File: src/rtl/pll_phase_ctrl_if.sv
// -----------------------------------------------------------------------------
// pll_phase_ctrl_if
//   Host-side bus of the PLL phase sequencer. It carries the phase-step request
//   handshake, the completion and rejection pulses, lock status, and the
//   read-back of the tracked per-output phase positions.
//
//   Signals (driver shown as master -> slave unless noted)
//     req_valid  m->s  1      phase-step request
//     req_ready  s->m  1      request can be taken (IDLE with lock)
//     req_sel    m->s  2      output index to shift
//     req_dir    m->s  1      0 = delay (+1/step), 1 = advance (-1/step)
//     req_steps  m->s  8      number of fine steps, 0 = no-op
//     rd_sel     m->s  2      output whose position is shown on phase_pos
//     phase_pos  s->m  POS_W  current position of rd_sel output
//     done       s->m  1      1-cycle pulse, request finished
//     err        s->m  1      1-cycle pulse, request rejected or aborted
//     locked     s->m  1      filtered PLL lock
//     lock_lost  s->m  1      sticky, lock fell since last accepted request
// -----------------------------------------------------------------------------
interface pll_phase_ctrl_if #(
   parameter int POS_W = 3
);
   logic             req_valid;
   logic             req_ready;
   logic [1:0]       req_sel;
   logic             req_dir;
   logic [7:0]       req_steps;
   logic [1:0]       rd_sel;
   logic [POS_W-1:0] phase_pos;
   logic             done;
   logic             err;
   logic             locked;
   logic             lock_lost;

   modport master (
      output req_valid, req_sel, req_dir, req_steps, rd_sel,
      input  req_ready, phase_pos, done, err, locked, lock_lost
   );

   modport slave (
      input  req_valid, req_sel, req_dir, req_steps, rd_sel,
      output req_ready, phase_pos, done, err, locked, lock_lost
   );
endinterface

File: src/rtl/pll_phase_ctrl.sv
// -----------------------------------------------------------------------------
// pll_phase_ctrl
//   Sequencer beside an ECP5 EHXPLLL. It drives the dynamic phase-shift pins
//   (PHASESEL/PHASEDIR/PHASESTEP/PHASELOADREG), filters the PLL LOCK signal,
//   pulses the PLL reset when lock does not arrive in time, and keeps a
//   per-output fine-phase position (modulo STEPS_PER_VCO) for up to four
//   outputs so capture clocks can be trimmed at run time.
//
//   Ports
//     clk           in   1   system clock (PLL CLKI domain)
//     rst           in   1   synchronous, active-high reset
//     bus           slave    request / status bus, see pll_phase_ctrl_if
//     pll_lock      in   1   raw PLL LOCK, asynchronous
//     phasesel      out  2   PLL PHASESEL
//     phasedir      out  1   PLL PHASEDIR
//     phasestep     out  1   PLL PHASESTEP
//     phaseloadreg  out  1   PLL PHASELOADREG, held 0
//     pll_rst       out  1   PLL RST
//
//   Request latency: SETUP_CYC + N*(PULSE_CYC+HOLD_CYC) + 1 cycles to done.
// -----------------------------------------------------------------------------
module pll_phase_ctrl #(
   parameter int NUM_OUT       = 4,
   parameter int STEPS_PER_VCO = 8,
   parameter int SETUP_CYC     = 2,
   parameter int PULSE_CYC     = 4,
   parameter int HOLD_CYC      = 4,
   parameter int LOCK_FILT     = 16,
   parameter int LOCK_TIMEOUT  = 65535,
   parameter int RST_CYC       = 32
) (
   input  logic            clk,
   input  logic            rst,
   pll_phase_ctrl_if.slave bus,
   input  logic            pll_lock,
   output logic [1:0]      phasesel,
   output logic            phasedir,
   output logic            phasestep,
   output logic            phaseloadreg,
   output logic            pll_rst
);

   localparam int POS_W   = $clog2(STEPS_PER_VCO);
   localparam int LF_W    = $clog2(LOCK_FILT + 1);
   localparam int MAX_A   = (LOCK_TIMEOUT > RST_CYC) ? LOCK_TIMEOUT : RST_CYC;
   localparam int MAX_B   = (SETUP_CYC > PULSE_CYC) ? SETUP_CYC : PULSE_CYC;
   localparam int MAX_C   = (MAX_B > HOLD_CYC) ? MAX_B : HOLD_CYC;
   localparam int CNT_MAX = (MAX_A > MAX_C) ? MAX_A : MAX_C;
   localparam int CNT_W   = $clog2(CNT_MAX + 1);

   localparam logic [2:0]       NUM_OUT_L = 3'(NUM_OUT);
   localparam logic [POS_W-1:0] POS_LAST  = POS_W'(STEPS_PER_VCO - 1);

   typedef enum logic [2:0] {
      S_PLL_RESET,
      S_WAIT_LOCK,
      S_IDLE,
      S_SETUP,
      S_STEP_HI,
      S_HOLD
   } state_t;

   state_t            state_q, state_d;
   logic [CNT_W-1:0]  cnt_q, cnt_d;

   // Latched request
   logic [1:0]        sel_q;
   logic              dir_q;
   logic [7:0]        remaining_q;

   // Phase position per output; only entries below NUM_OUT are ever written
   logic [POS_W-1:0]  pos_q [4];

   // Lock synchroniser and filter
   logic              lock_s1, lock_s2;
   logic [LF_W-1:0]   lock_cnt_q;
   logic              locked;
   logic              locked_q;
   logic              lock_lost_q;

   logic              done_q, err_q;

   // Decode strobes from the next-state logic
   logic              accept;
   logic              step_end;
   logic              done_d, err_d;
   logic              sel_ok;
   logic              abort;
   logic              in_seq;

   // One fine step of an output position, wrapping modulo STEPS_PER_VCO.
   function automatic logic [POS_W-1:0] wrap_step(input logic [POS_W-1:0] p,
                                                  input logic             adv);
      if (adv) return (p == '0) ? POS_LAST : p - POS_W'(1);
      else     return (p == POS_LAST) ? '0 : p + POS_W'(1);
   endfunction

   assign locked = (lock_cnt_q == LF_W'(LOCK_FILT));
   assign sel_ok = ({1'b0, bus.req_sel} < NUM_OUT_L);
   // Lock lost at any point since this request was accepted ends the sequence
   // after the step in flight; lock_lost covers a glitch that has recovered.
   assign abort  = !locked || lock_lost_q;
   assign in_seq = (state_q == S_SETUP) || (state_q == S_STEP_HI) || (state_q == S_HOLD);

   // ---------------------------------------------------------------------------
   // Next-state and strobe decode
   // ---------------------------------------------------------------------------
   always_comb begin
      // NOTE: every signal written here gets a default first, so no path can
      // leave one unassigned and infer a latch.
      state_d  = state_q;
      cnt_d    = cnt_q + CNT_W'(1);
      accept   = 1'b0;
      step_end = 1'b0;
      done_d   = 1'b0;
      err_d    = 1'b0;

      case (state_q)
         S_PLL_RESET: begin
            if (cnt_q == CNT_W'(RST_CYC - 1)) begin
               state_d = S_WAIT_LOCK;
               cnt_d   = '0;
            end
         end

         S_WAIT_LOCK: begin
            if (locked) begin
               state_d = S_IDLE;
               cnt_d   = '0;
            end else if (cnt_q == CNT_W'(LOCK_TIMEOUT - 1)) begin
               state_d = S_PLL_RESET;
               cnt_d   = '0;
            end
         end

         S_IDLE: begin
            cnt_d = '0;
            if (!locked) begin
               state_d = S_WAIT_LOCK;
            end else if (bus.req_valid) begin
               // Output index is validated before the step count.
               if (!sel_ok) begin
                  err_d = 1'b1;
               end else if (bus.req_steps == '0) begin
                  done_d = 1'b1;
               end else begin
                  accept  = 1'b1;
                  state_d = S_SETUP;
               end
            end
         end

         S_SETUP: begin
            if (cnt_q == CNT_W'(SETUP_CYC - 1)) begin
               cnt_d = '0;
               if (abort) begin
                  err_d   = 1'b1;
                  state_d = S_WAIT_LOCK;
               end else begin
                  state_d = S_STEP_HI;
               end
            end
         end

         S_STEP_HI: begin
            // A started pulse always runs to full width and its hold time.
            if (cnt_q == CNT_W'(PULSE_CYC - 1)) begin
               cnt_d    = '0;
               step_end = 1'b1;
               state_d  = S_HOLD;
            end
         end

         S_HOLD: begin
            if (cnt_q == CNT_W'(HOLD_CYC - 1)) begin
               cnt_d = '0;
               if (abort) begin
                  err_d   = 1'b1;
                  state_d = S_WAIT_LOCK;
               end else if (remaining_q == '0) begin
                  done_d  = 1'b1;
                  state_d = S_IDLE;
               end else begin
                  // Further steps skip SETUP: SEL/DIR are already stable.
                  state_d = S_STEP_HI;
               end
            end
         end

         default: begin
            state_d = S_PLL_RESET;
            cnt_d   = '0;
         end
      endcase
   end

   // ---------------------------------------------------------------------------
   // State register
   // ---------------------------------------------------------------------------
   always_ff @(posedge clk) begin
      // NOTE: non-blocking assignments, so every register samples the values
      // from before the edge regardless of statement order.
      if (rst) begin
         state_q <= S_PLL_RESET;
         cnt_q   <= '0;
      end else begin
         state_q <= state_d;
         cnt_q   <= cnt_d;
      end
   end

   // ---------------------------------------------------------------------------
   // Lock synchroniser, filter and loss flag
   // ---------------------------------------------------------------------------
   always_ff @(posedge clk) begin
      if (rst) begin
         lock_s1     <= 1'b0;
         lock_s2     <= 1'b0;
         lock_cnt_q  <= '0;
         locked_q    <= 1'b0;
         lock_lost_q <= 1'b0;
      end else begin
         lock_s1  <= pll_lock;
         lock_s2  <= lock_s1;
         locked_q <= locked;
         // Any synced low cycle restarts the filter; count saturates at LOCK_FILT.
         if (!lock_s2) begin
            lock_cnt_q <= '0;
         end else if (!locked) begin
            lock_cnt_q <= lock_cnt_q + LF_W'(1);
         end
         // An accept needs locked=1, so it can never coincide with a fall.
         if (accept) begin
            lock_lost_q <= 1'b0;
         end else if (locked_q && !locked) begin
            lock_lost_q <= 1'b1;
         end
      end
   end

   // ---------------------------------------------------------------------------
   // Request latch, position table, result pulses
   // ---------------------------------------------------------------------------
   always_ff @(posedge clk) begin
      if (rst) begin
         sel_q       <= '0;
         dir_q       <= 1'b0;
         remaining_q <= '0;
         done_q      <= 1'b0;
         err_q       <= 1'b0;
         // NOTE: the position table is plain flops and must read 0 after reset,
         // so it is cleared along with the rest of the state.
         for (int i = 0; i < 4; i++) begin
            pos_q[i] <= '0;
         end
      end else begin
         done_q <= done_d;
         err_q  <= err_d;
         if (accept) begin
            sel_q       <= bus.req_sel;
            dir_q       <= bus.req_dir;
            remaining_q <= bus.req_steps;
         end
         // The position moves when the step pulse ends, so an aborted
         // sequence still reports every step the PLL actually took.
         if (step_end) begin
            remaining_q  <= remaining_q - 8'd1;
            pos_q[sel_q] <= wrap_step(pos_q[sel_q], dir_q);
         end
      end
   end

   // ---------------------------------------------------------------------------
   // Outputs
   // ---------------------------------------------------------------------------
   assign phasestep    = (state_q == S_STEP_HI);
   assign phasesel     = in_seq ? sel_q : 2'b00;
   assign phasedir     = in_seq & dir_q;
   assign phaseloadreg = 1'b0;
   assign pll_rst      = (state_q == S_PLL_RESET);

   assign bus.req_ready = (state_q == S_IDLE) && locked;
   assign bus.done      = done_q;
   assign bus.err       = err_q;
   assign bus.locked    = locked;
   assign bus.lock_lost = lock_lost_q;
   assign bus.phase_pos = ({1'b0, bus.rd_sel} < NUM_OUT_L) ? pos_q[bus.rd_sel] : '0;

endmodule

File: src/flat_wrapper.sv
// flat-port wrapper written by rule: the top's interface ports become plain ports
module pll_phase_ctrl_flat 
#(
   parameter int NUM_OUT       = 4,
   parameter int STEPS_PER_VCO = 8,
   parameter int SETUP_CYC     = 2,
   parameter int PULSE_CYC     = 4,
   parameter int HOLD_CYC      = 4,
   parameter int LOCK_FILT     = 16,
   parameter int LOCK_TIMEOUT  = 65535,
   parameter int RST_CYC       = 32
)
  (clk, rst, pll_lock, phasesel, phasedir, phasestep, phaseloadreg, pll_rst, bus_req_valid, bus_req_sel, bus_req_dir, bus_req_steps, bus_rd_sel, bus_req_ready, bus_phase_pos, bus_done, bus_err, bus_locked, bus_lock_lost);
  pll_phase_ctrl_if #(.POS_W(3)) bus_i ();
  input  logic clk;
  input  logic rst;
  input  logic pll_lock;
  output logic [1:0] phasesel;
  output logic phasedir;
  output logic phasestep;
  output logic phaseloadreg;
  output logic pll_rst;
  input wire logic [$bits(bus_i.req_valid)-1:0] bus_req_valid;
  input wire logic [$bits(bus_i.req_sel)-1:0] bus_req_sel;
  input wire logic [$bits(bus_i.req_dir)-1:0] bus_req_dir;
  input wire logic [$bits(bus_i.req_steps)-1:0] bus_req_steps;
  input wire logic [$bits(bus_i.rd_sel)-1:0] bus_rd_sel;
  output wire logic [$bits(bus_i.req_ready)-1:0] bus_req_ready;
  output wire logic [$bits(bus_i.phase_pos)-1:0] bus_phase_pos;
  output wire logic [$bits(bus_i.done)-1:0] bus_done;
  output wire logic [$bits(bus_i.err)-1:0] bus_err;
  output wire logic [$bits(bus_i.locked)-1:0] bus_locked;
  output wire logic [$bits(bus_i.lock_lost)-1:0] bus_lock_lost;
  assign bus_i.req_valid = bus_req_valid;
  assign bus_i.req_sel = bus_req_sel;
  assign bus_i.req_dir = bus_req_dir;
  assign bus_i.req_steps = bus_req_steps;
  assign bus_i.rd_sel = bus_rd_sel;
  assign bus_req_ready = bus_i.req_ready;
  assign bus_phase_pos = bus_i.phase_pos;
  assign bus_done = bus_i.done;
  assign bus_err = bus_i.err;
  assign bus_locked = bus_i.locked;
  assign bus_lock_lost = bus_i.lock_lost;
  pll_phase_ctrl #(.NUM_OUT(NUM_OUT), .STEPS_PER_VCO(STEPS_PER_VCO), .SETUP_CYC(SETUP_CYC), .PULSE_CYC(PULSE_CYC), .HOLD_CYC(HOLD_CYC), .LOCK_FILT(LOCK_FILT), .LOCK_TIMEOUT(LOCK_TIMEOUT), .RST_CYC(RST_CYC)) u_core (.clk(clk), .rst(rst), .bus(bus_i), .pll_lock(pll_lock), .phasesel(phasesel), .phasedir(phasedir), .phasestep(phasestep), .phaseloadreg(phaseloadreg), .pll_rst(pll_rst));
endmodule
File: config.mk
export PLATFORM = sky130hd
export DESIGN_NAME = pll_phase_ctrl_flat
export DESIGN_NICKNAME = d
export VERILOG_FILES = /design/src/rtl/pll_phase_ctrl_if.sv /design/src/rtl/pll_phase_ctrl.sv /design/src/flat_wrapper.sv
export SDC_FILE = /design/constraint.sdc
export NUM_CORES = 1
export LEC_CHECK = 0
export CAP_MARGIN = 10
export CORE_MARGIN = 2
export CORE_UTILIZATION = 55
export DETAILED_ROUTE_END_ITERATION = 7
export GPL_ROUTABILITY_DRIVEN = 0
export PLACE_DENSITY = 0.9
export SYNTH_ARGS = -nofsm -noshare
export SYNTH_HDL_FRONTEND = slang
export SYNTH_SLANG_ARGS = --single-unit
File: constraint.sdc
create_clock -name clk -period 2.67 [get_ports clk]
set_clock_uncertainty 0.2 [all_clocks]
set_input_delay 0.267 -clock clk [delete_from_list [all_inputs] [get_ports clk]]
set_output_delay 0.267 -clock clk [all_outputs]
set_load 0.05 [all_outputs]
==> flow_summary.ini <==
[sta]
rsz0062_at_grt = no
hold_viol = 0
max_freq_mhz = 403
tightest_slew_ns = 0.682
slew_viol_final = 0
setup_tns_ns = 0
fin_crit_sh_pct = 92.9
slew_headroom_pct = 54.1
setup_violations = 0
period_needed_ns = 2.48
worst_slack_ns = 0.189

[routing]
drt_iter0_drc = 138
viasPerCell = 5.80
ant_nets = 0
drt_wl_total_microns = 6330
post-route-drc-count = 0
vias = 2454
avgRoutedWirePerCell_microns = 15.0
drt-pass1-iter-count = 4

[worst_hold_path]
hold_start = u_core.lock_s1$_SDFF_PP0_
holdPathStages = 1
hold_path_end = u_core.lock_s2$_SDFF_PP0_
hp-class = reg2reg

[placement]
hpwl_microns = 4730
post-place-ws_ns = 0.211
placed_area_sq_um = 3370
port_buffers = 29

[pwr]
comb_power_share_pct = 11.5
irDropWorstVdd_mv = 0.311
intPower_mw = 1.23
clockPowerShare_pct = 33.9
finalPower_mw = 1.62
swShare_pct = 24.2
p_leak_nw = 1.29
p_per_area_nw_per_um2 = 467
p_sw_mw = 0.393
seqPwrFrac_pct = 54.6

[floorplanning]
dieArea_sq_um = 5970
num_rows = 26
start_util_pct = 57.4
io_pins = 31
fp.dieW_microns = 77.2
die_h_microns = 77.2
coreArea_sq_um = 5140

[setup_path]
critical_path_class = reg2reg
ff2ff_path_depth = 6
r2r_start = u_core.cnt_q[0]$_SDFF_PP0_
cp_max_fo = 10
critPathLaunchType = flop
arrival_ns = 2.48
reg2reg_setup_slack_ns = 0.19
startpoint = u_core.cnt_q[0]$_SDFF_PP0_
crit_path_end_kind = flop
r2r-end = u_core.state_q[1]$_SDFFE_PP0P_
critPathRequiredTime_ns = 2.67

[clocking]
cts_inserted_buffers = 5
tritoncts = done
ctsHoldBuffers = 0
cts_max_path_buffers = 2
cts_sinks = 55
cts.clk_slew.worst_paths_ns = 0.10
worst_skew_pair.late_latency_ns = 0.32
cts_post_setup_buffers_inserted = 0
htreeDepth = 2
cts_resized = 3
ctsRootBufferMaster = clkbuf_8

[global_routing]
antenna_found_initial = 0
grt_pass1_vias = 2363
grt_max_degree = 20
grt_pass1_wl_microns = 10800
grt_usage_pct = 22.5
grt_remaining_overflow = 0

[synthesis]
ys_seq_area_share_pct = 41.4
syn_avg_cell_area_sq_um = 9.31
synth-main-ff-cell = dfxtp_1
synth_area_sq_um = 2950
synth_top_area_share_pct = 29.2
synth_edf_count = 12
yosys_warnings = 0
synth_cell_types = 57
async_reset_ff_share_pct = 0
syn-num-nets = 344
synthTopCellsByArea = dfxtp_1, edfxtp_1, nor2_1, mux4_2, ha_1
yosys.area.top_type = dfxtp_1
syn_inst = 317
ys_seq_elements = 55

[finish]
final_common_cell = dfxtp_1
fillerInstances = 401
diodes = 0
mostFrequentLayoutCells = dfxtp_1, nor2_1, nand2_1
fin_area_sq_um = 3470
nets = 379
drive_above_1_share_pct = 13.0
post-route-util_pct = 67.6
area_growth_pct = 17.8

[run_status]
status = completed

[run]
max_cap_violations = 0
metrics by stage:
stage	hold WS, ns	std cells
floorplan	0.195	317
global placement	0.218	415
detailed placement	0.226	415
CTS	0.242	423
global route	0.272	423
finish	0.234	423
cell type report:
class | count | area [sq um] | area share (%)
well taps | 70 | 87.6 | 2.52
repair buffers | 41 | 392 | 11.3
multi-input cells | 234 | 1610 | 46.3
clock buffers | 6 | 72.6 | 2.09
inverters | 15 | 56.3 | 1.62
flip-flops and latches | 55 | 1220 | 35.1
clock inverters | 2 | 37.5 | 1.08
worst max-delay path by stage:
stage / slack, ns / cells after the start / endpoint
after floorplan: 0.08 / 5 / u_core.pos_q[2][0]$_SDFFCE_PN0P_
final: 0.19 / 6 / u_core.state_q[1]$_SDFFE_PP0P_
after CTS: 0.04 / 3 / phasestep
after global placement: 0.27 / 7 / u_core.pos_q[1][2]$_SDFFCE_PN0P_
after detailed placement: 0.21 / 7 / u_core.pos_q[2][2]$_SDFFCE_PN0P_
after global routing: 0.008 / 6 / u_core.state_q[1]$_SDFFE_PP0P_
worst max-delay path, stage by stage, from the launching register on:
cell     delay [ns]
dfxtp_1        0.42
ha_1           0.20
nor4b_2        0.23
and4_1         0.48
o22ai_4        0.15
nor4b_2        0.34
mux2_2         0.37
state kept, by name, summed over array words and instances (netlist names), named ones only:
name	cells
u_core.dir_q	1
u_core.cnt_q	16
u_core.bus.done	1
u_core.pos_q	12
u_core.lock_s2	1
u_core.lock_cnt_q	5
u_core.remaining_q	8
u_core.sel_q	2
u_core.lock_s1	1
u_core.bus.lock_lost	1
u_core.state_q	3
u_core.locked_q	1
u_core.bus.err	1
power groups by stage:
stage	Sequential (mW)	Clock (mW)	Combinational, mW
2_1_floorplan	0.895	0	0.129
3_3_place_gp	0.903	0	0.180
3_5_place_dp	0.905	0	0.184
4_1_cts	0.885	0.561	0.187
5_1_grt	0.889	0.603	0.202
6_report	0.886	0.549	0.186
synth_stat cells (10+ instances only):
cell and instances:
dfxtp_1 43, nor2_1 38, nand2_1 30, inv_1 14, nand3_1 14, a21oi_1 13
edfxtp_1 12, nor3_1 12, xor2_1 11, ha_1 10, nor4_1 10
kinds of logic (layout without fill, tap and decap cells):
| group | after synthesis | count (layout) | share of synthesized area [%] |
|---|---|---|---|
| simple gates | 153 | 153 | 28.3 |
| flops | 55 | 55 | 41.4 |
| compound gates | 46 | 46 | 11.6 |
| buf+inv | 28 | 64 | 4.28 |
| xor+xnor | 17 | 17 | 5.05 |
| fa+ha+maj | 10 | 10 | 4.24 |
| mux | 7 | 7 | 4.96 |
| other cells | 1 | 1 | 0.127 |
routing by layer:
layer	vias up	track usage [%]	wire length (microns)
li1	1214	-	-
met1	1157	27.6	2820
met2	67	37.7	3070
met3	16	6.00	282
met4	0	8.57	157
met5	-	0	0
Power figures use the tool's default switching activity.
